File: config.mk
export PLATFORM = sky130hd
export DESIGN_NAME = fir_coef_ctrl
export DESIGN_NICKNAME = d
export VERILOG_FILES = /design/src/rtl/fir_ctrl_pkg.sv /design/src/rtl/fir_coef_bank.sv /design/src/rtl/fir_coef_ctrl.sv
export SDC_FILE = /design/constraint.sdc
export NUM_CORES = 1
export LEC_CHECK = 0
export CAP_MARGIN = 20
export CORE_AREA = 3 3 229 231
export DETAILED_ROUTE_END_ITERATION = 12
export DIE_AREA = 0 0 232 234
export DONT_BUFFER_PORTS = 1
export HOLD_SLACK_MARGIN = 0.06
export PLACE_DENSITY = 0.54
export SLEW_MARGIN = 40
export SYNTH_ARGS = -nofsm -noshare
export SYNTH_HDL_FRONTEND = slang
export SYNTH_SLANG_ARGS = --single-unit
File: constraint.sdc
create_clock -name clk -period 26.1 [get_ports clk]
set_input_delay 2.61 -clock clk [delete_from_list [all_inputs] [get_ports clk]]
set_output_delay 2.61 -clock clk [all_outputs]
set_load 0.005 [all_outputs]
File: src/rtl/fir_ctrl_pkg.sv
// Shared constants, types and helpers for the FIR coefficient controller.
// Optional flush sequencing is selected in fir_coef_ctrl by FIR_CTRL_FLUSH_EN.
package fir_ctrl_pkg;

    localparam int unsigned TAPS      = 16;
    localparam int unsigned COEF_W    = 16;
    localparam int unsigned LATENCY   = 4;
    localparam int unsigned FLUSH_CYC = TAPS + LATENCY - 1;
    localparam int unsigned ADDR_W    = $clog2(TAPS);
    localparam int unsigned CNT_W     = $clog2(FLUSH_CYC);
    localparam int unsigned FLAT_W    = TAPS * COEF_W;

    typedef logic signed [COEF_W-1:0] coef_t;
    typedef logic [TAPS-1:0]          tap_mask_t;

    typedef enum logic [1:0] {
        ST_FLUSH,
        ST_RUN,
        ST_SWAP
    } fir_ctrl_state_e;

    // Single coefficient write as seen by the bank
    typedef struct packed {
        logic [ADDR_W-1:0] addr;
        coef_t             data;
    } cfg_wr_t;

    function automatic tap_mask_t tap_onehot(input logic [ADDR_W-1:0] addr);
        tap_onehot = tap_mask_t'(1) << addr;
    endfunction

endpackage

File: src/rtl/fir_coef_bank.sv
// Shadow/active coefficient storage: host writes land in the shadow bank and a
// swap strobe copies the complete set into the active bank in one clock.
module fir_coef_bank
    import fir_ctrl_pkg::*;
(
    input  logic              clk,
    input  logic              rst_n,
    input  logic              wr_en,
    input  cfg_wr_t           wr,
    input  logic              swap,
    output logic [FLAT_W-1:0] active_flat,
    output logic              commit_ok_c
);

    coef_t     shadow [TAPS];
    coef_t     active [TAPS];
    tap_mask_t mask;

    // Reset leaves a pass-through filter (tap0 = 1) and discards any partial load
    always_ff @(posedge clk) begin
        if (!rst_n) begin
            for (int unsigned k = 0; k < TAPS; k++) begin
                shadow[k] <= '0;
                active[k] <= (k == 0) ? coef_t'(1) : coef_t'(0);
            end
            mask <= '0;
        end else if (swap) begin
            for (int unsigned k = 0; k < TAPS; k++) begin
                active[k] <= shadow[k];
            end
            mask <= '0;
        end else if (wr_en) begin
            shadow[wr.addr] <= wr.data;
            mask[wr.addr]   <= 1'b1;
        end
    end

    // A commit is good when this write fills the last missing tap (or all are present)
    assign commit_ok_c = &(mask | tap_onehot(wr.addr));

    for (genvar k = 0; k < TAPS; k++) begin : g_flat
        assign active_flat[k*COEF_W +: COEF_W] = active[k];
    end

endmodule

File: src/rtl/fir_coef_ctrl.sv
// Coefficient load/commit controller for the 16-tap FIR with output-valid qualification.
// Define FIR_CTRL_FLUSH_EN to hold yn_valid low while the delay line flushes.
module fir_coef_ctrl
    import fir_ctrl_pkg::*;
(
    input  logic              clk,
    input  logic              rst_n,
    input  logic              cfg_valid,
    output logic              cfg_ready,
    input  logic [ADDR_W-1:0] cfg_addr,
    input  coef_t             cfg_data,
    input  logic              cfg_last,
    output logic [FLAT_W-1:0] coef_flat,
    output logic              yn_valid,
    output logic              swap_done,
    output logic              cfg_err
);

`ifdef FIR_CTRL_FLUSH_EN
    localparam fir_ctrl_state_e RESET_ST   = ST_FLUSH;
    localparam fir_ctrl_state_e AFTER_SWAP = ST_FLUSH;
    localparam logic [CNT_W-1:0] FLUSH_LOAD = CNT_W'(FLUSH_CYC - 1);
`else
    localparam fir_ctrl_state_e RESET_ST   = ST_RUN;
    localparam fir_ctrl_state_e AFTER_SWAP = ST_RUN;
`endif

    fir_ctrl_state_e state;
    fir_ctrl_state_e state_nxt;
    logic            xfer_c;
    logic            commit_ok_c;
    logic            commit_c;
    logic            reject_c;
    logic            swap_c;
    cfg_wr_t         wr_c;

    assign xfer_c   = cfg_valid && cfg_ready;
    assign commit_c = xfer_c && cfg_last && commit_ok_c;
    assign reject_c = xfer_c && cfg_last && !commit_ok_c;
    assign wr_c     = '{addr: cfg_addr, data: cfg_data};

    // State register
    always_ff @(posedge clk) begin
        if (!rst_n) begin
            state <= RESET_ST;
        end else begin
            state <= state_nxt;
        end
    end

`ifdef FIR_CTRL_FLUSH_EN
    logic [CNT_W-1:0] flush_cnt;

    // Flush countdown, reloaded on every swap
    always_ff @(posedge clk) begin
        if (!rst_n) begin
            flush_cnt <= FLUSH_LOAD;
        end else if (state == ST_SWAP) begin
            flush_cnt <= FLUSH_LOAD;
        end else if (state == ST_FLUSH && flush_cnt != '0) begin
            flush_cnt <= flush_cnt - CNT_W'(1);
        end
    end
`endif

    // Next-state logic
    always_comb begin
        state_nxt = state;
        case (state)
            ST_RUN: begin
                if (commit_c) begin
                    state_nxt = ST_SWAP;
                end
            end
            ST_SWAP: begin
                state_nxt = AFTER_SWAP;
            end
`ifdef FIR_CTRL_FLUSH_EN
            ST_FLUSH: begin
                if (flush_cnt == '0) begin
                    state_nxt = ST_RUN;
                end
            end
`endif
            default: begin
                state_nxt = ST_RUN;
            end
        endcase
    end

    // Output decode from registered state
    always_comb begin
        cfg_ready = 1'b0;
        yn_valid  = 1'b0;
        swap_c    = 1'b0;
        case (state)
            ST_RUN: begin
                cfg_ready = 1'b1;
                yn_valid  = 1'b1;
            end
            ST_SWAP: begin
                swap_c = 1'b1;
            end
            default: begin
            end
        endcase
    end

    // Event pulses land in the cycle after their cause, alongside the new bank
    always_ff @(posedge clk) begin
        if (!rst_n) begin
            swap_done <= 1'b0;
            cfg_err   <= 1'b0;
        end else begin
            swap_done <= swap_c;
            cfg_err   <= reject_c;
        end
    end

    fir_coef_bank u_bank (
        .clk         (clk),
        .rst_n       (rst_n),
        .wr_en       (xfer_c),
        .wr          (wr_c),
        .swap        (swap_c),
        .active_flat (coef_flat),
        .commit_ok_c (commit_ok_c)
    );

endmodule

==> flow_metrics.py <==
metrics = {
    "status": {
        "outcome": "finished, final reports clean",
    },
    "pwr": {
        "ir_worst_vdd_mv": 0.0458,
        "power.density_nw_per_um2": 80.4,
        "report.power.total_mw": 1.82,
        "p_leak_nw": 8.34,
    },
    "cells_and_area": {
        "design_area_sq_um": 22600,
        "post_route_cells_drive_above_1_share": 0.0964,
        "final_core_utilization": 0.450,
        "filler_cell_count": 4423,
        "layout-area-overhead-vs-synth_pct": 12.6,
        "finalNonFillerCells": 1960,
        "layout_commonest_cell": "sky130_fd_sc_hd__edfxtp_1",
        "final_net_count": 1264,
        "layout.cells.most_common_list": "sky130_fd_sc_hd__edfxtp_1 (512), sky130_fd_sc_hd__and2_1 (450), sky130_fd_sc_hd__and3_1 (67)",
    },
    "worst_hold_path": {
        "timing.hold.worst.class": "reg -> reg",
        "hold_path_end": "u_bank.mask[9]$_SDFFE_PP0N_",
        "hold_depth": 1,
        "hold_path_startpoint": "u_bank.mask[9]$_SDFFE_PP0N_",
    },
    "yosys": {
        "synth_enable_flop_cells": 512,
        "synth_seq_cells": 532,
        "synth-async-reset-ratio": 0,
        "synth_flop_cell": "sky130_fd_sc_hd__edfxtp_1",
        "mappedNetlistArea_sq_um": 20100,
        "syn_area_per_cell_sq_um": 16.0,
        "synth_largest_area_cell": "sky130_fd_sc_hd__edfxtp_1",
        "synth_largest_type_area_fraction": 0.765,
        "netlist_top_cells_area": "sky130_fd_sc_hd__edfxtp_1 (77%), sky130_fd_sc_hd__and2_1 (14%), sky130_fd_sc_hd__and3_1 (2.1%)",
        "synth_seq_area_share": 0.785,
        "synth-warning-count": 0,
        "synth_fp_nets": 1277,
        "netlist-cell-type-count": 40,
        "post_synth_inst_count": 1253,
    },
    "setup_path": {
        "worstPathMaxFanout": 133,
        "critical_path_arrival_ps": 4900,
        "r2r_setup_slack_ps": 22950,
        "reg2reg_launch_point": "state[0]$_SDFFE_PN1P_",
        "worst-endpoint-required_ps": 26310,
        "ff2ff_path_depth": 5,
        "cp-end-kind": "register",
        "setup.worst_path.class": "in -> reg",
        "worst_r2r_endpoint": "u_bank.active[0][54]$_SDFFCE_PN0P_",
        "critPathLaunchType": "input port",
    },
    "place": {
        "detailedPlace.worstSlack_ps": 20780,
        "place.gp.congestion": 0.774,
        "dpl-instance-area_sq_um": 20800,
        "dp.cells": 1854,
        "port_buffers": 0,
        "detailed_place_hpwl_microns": 26700,
    },
    "routing": {
        "postRouteWirelength_microns": 47000,
        "dr_total_vias": 9652,
        "vias_per_cell": 4.92,
        "remaining_drc_errors": 0,
        "ant_nets": 0,
        "wire_per_inst_microns": 24.0,
        "drt_iter0_markers": 754,
        "detailedRoute.firstPassIterationCount": 5,
    },
    "floorplan": {
        "starting_density": 0.400,
        "design.core.area_sq_um": 50300,
        "fp-row-count": 82,
        "floorplan.die_area_sq_um": 54300,
        "chipWidth_microns": 232,
        "chipHeight_microns": 234,
        "io_pins": 284,
    },
    "sta": {
        "hold_viol_final": 0,
        "fin_crit_sh": 0.180,
        "setup_viol": 0,
        "max_freq_ghz": 0.213,
        "final.setup_skew_ps": 24.8,
        "maxSlewViolCount": 0,
        "fin_worst_hold_slack_ps": 469,
        "worst_slack_ps": 21410,
        "setup_total_neg_slack_ps": 0,
        "max_slew.worst_pin.slew_ps": 817,
        "unrepaired_setup_endpoints_after_global_routing": "false",
        "worst_slew_margin_rel": 0.455,
        "timing.final.crit_period_ps": 4690,
    },
    "global_route": {
        "grt_first_pass_wirelength_microns": 67100,
        "remaining_global_route_overflow": 0,
        "grt_max_degree": 134,
        "antenna_found_initial": 11,
        "first_global_vias": 9505,
        "grt_util_all_layers": 0.171,
    },
    "clock_network": {
        "cts.sink_count": 532,
        "clock_edge_transition_at_the_registers_on_the_reported_setup_and_hold_paths_ps": 60,
        "cts-root-to-sink-buffers": 3,
        "ctsHtreeMaxLevel": 2,
        "ctsRootBufferMaster": "sky130_fd_sc_hd__clkbuf_16",
        "cts.repair_timing.setup_buffer_count": 0,
        "holdBufCountCts": 0,
        "worst_skew_pair.late_latency_ps": 600,
        "cts_tree": "yes",
        "cts_made_buffers": 56,
        "cts_repair_resize_count": 0,
    },
    "flow_run": {
        "timing.max_cap.violations": 0,
    },
}
logic make-up (layout without fill, tap and decap cells):
group | after synthesis | in the layout | synth area share
and+or+nand+nor | 597 | 597 | 0.185
AOI/OAI and AO/OA | 39 | 39 | 0.0113
other | 0 | 2 | 0
DFF | 532 | 532 | 0.785
buffers and inverters | 85 | 118 | 0.0187
worst max-delay path by stage:
stage / start / endpoint / slack (ps) / depth (start not counted)
after CTS: cfg_valid / u_bank.shadow[15][12]$_SDFFCE_PN0P_ / 21420 / 5
final: rst_n / u_bank.active[0][54]$_SDFFCE_PN0P_ / 21410 / 4
after global placement: rst_n / u_bank.active[0][51]$_SDFFCE_PN0P_ / 20390 / 4
after detailed placement: cfg_valid / u_bank.shadow[15][12]$_SDFFCE_PN0P_ / 20780 / 5
after global routing: cfg_valid / u_bank.shadow[15][8]$_SDFFCE_PN0P_ / 21230 / 5
after floorplan: rst_n / u_bank.active[0][0]$_SDFFCE_PN1P_ / 15410 / 3
final cells by class:
type                    instances  area, sq um  share of cell area
well taps                     672          841              0.0372
diodes                          2         5.00            0.000221
repair buffers                 11         93.8             0.00415
inverters                       3         18.8            0.000830
multi-input cells             636         4030               0.178
clock buffers                  68         1470              0.0648
flip-flops and latches        532        15800               0.697
clock inverters                36          385              0.0170
sequential cells by signal, summed over array words and instances, names as in the netlist:
register and flops:
cfg_err 1, u_bank.active 256, u_bank.mask 16, swap_done 1, state 2, u_bank.shadow 256
synth_stat cells, drive strengths merged, types with 4 or more instances:
cell type	n
nand2	15
and3	67
edfxtp	512
buf	18
o21ai	19
nand3	8
nor2	31
a31oi	8
clkbuf	64
a22oi	4
and2	450
nor2b	4
dfxtp	20
report_power, final:
| part | switching [mW] | internal (mW) | total [mW] |
|---|---|---|---|
| registers | 0.0165 | 0.968 | 0.985 |
| clock network | 0.330 | 0.470 | 0.800 |
| logic | 0.0261 | 0.00751 | 0.0336 |
critical path: stages:
cell	delay (ps)
sky130_fd_sc_hd__and2_1	270
sky130_fd_sc_hd__inv_8	540
sky130_fd_sc_hd__buf_6	630
sky130_fd_sc_hd__buf_6	650
per-layer routing:
metal | GRT usage | wire length [microns]
met1 | 0.224 | 19300
met2 | 0.283 | 23000
met3 | 0.0465 | 3460
met4 | 0.0473 | 1150
met5 | 0 | 9
No activity file was read; power rests on OpenSTA's default activity.
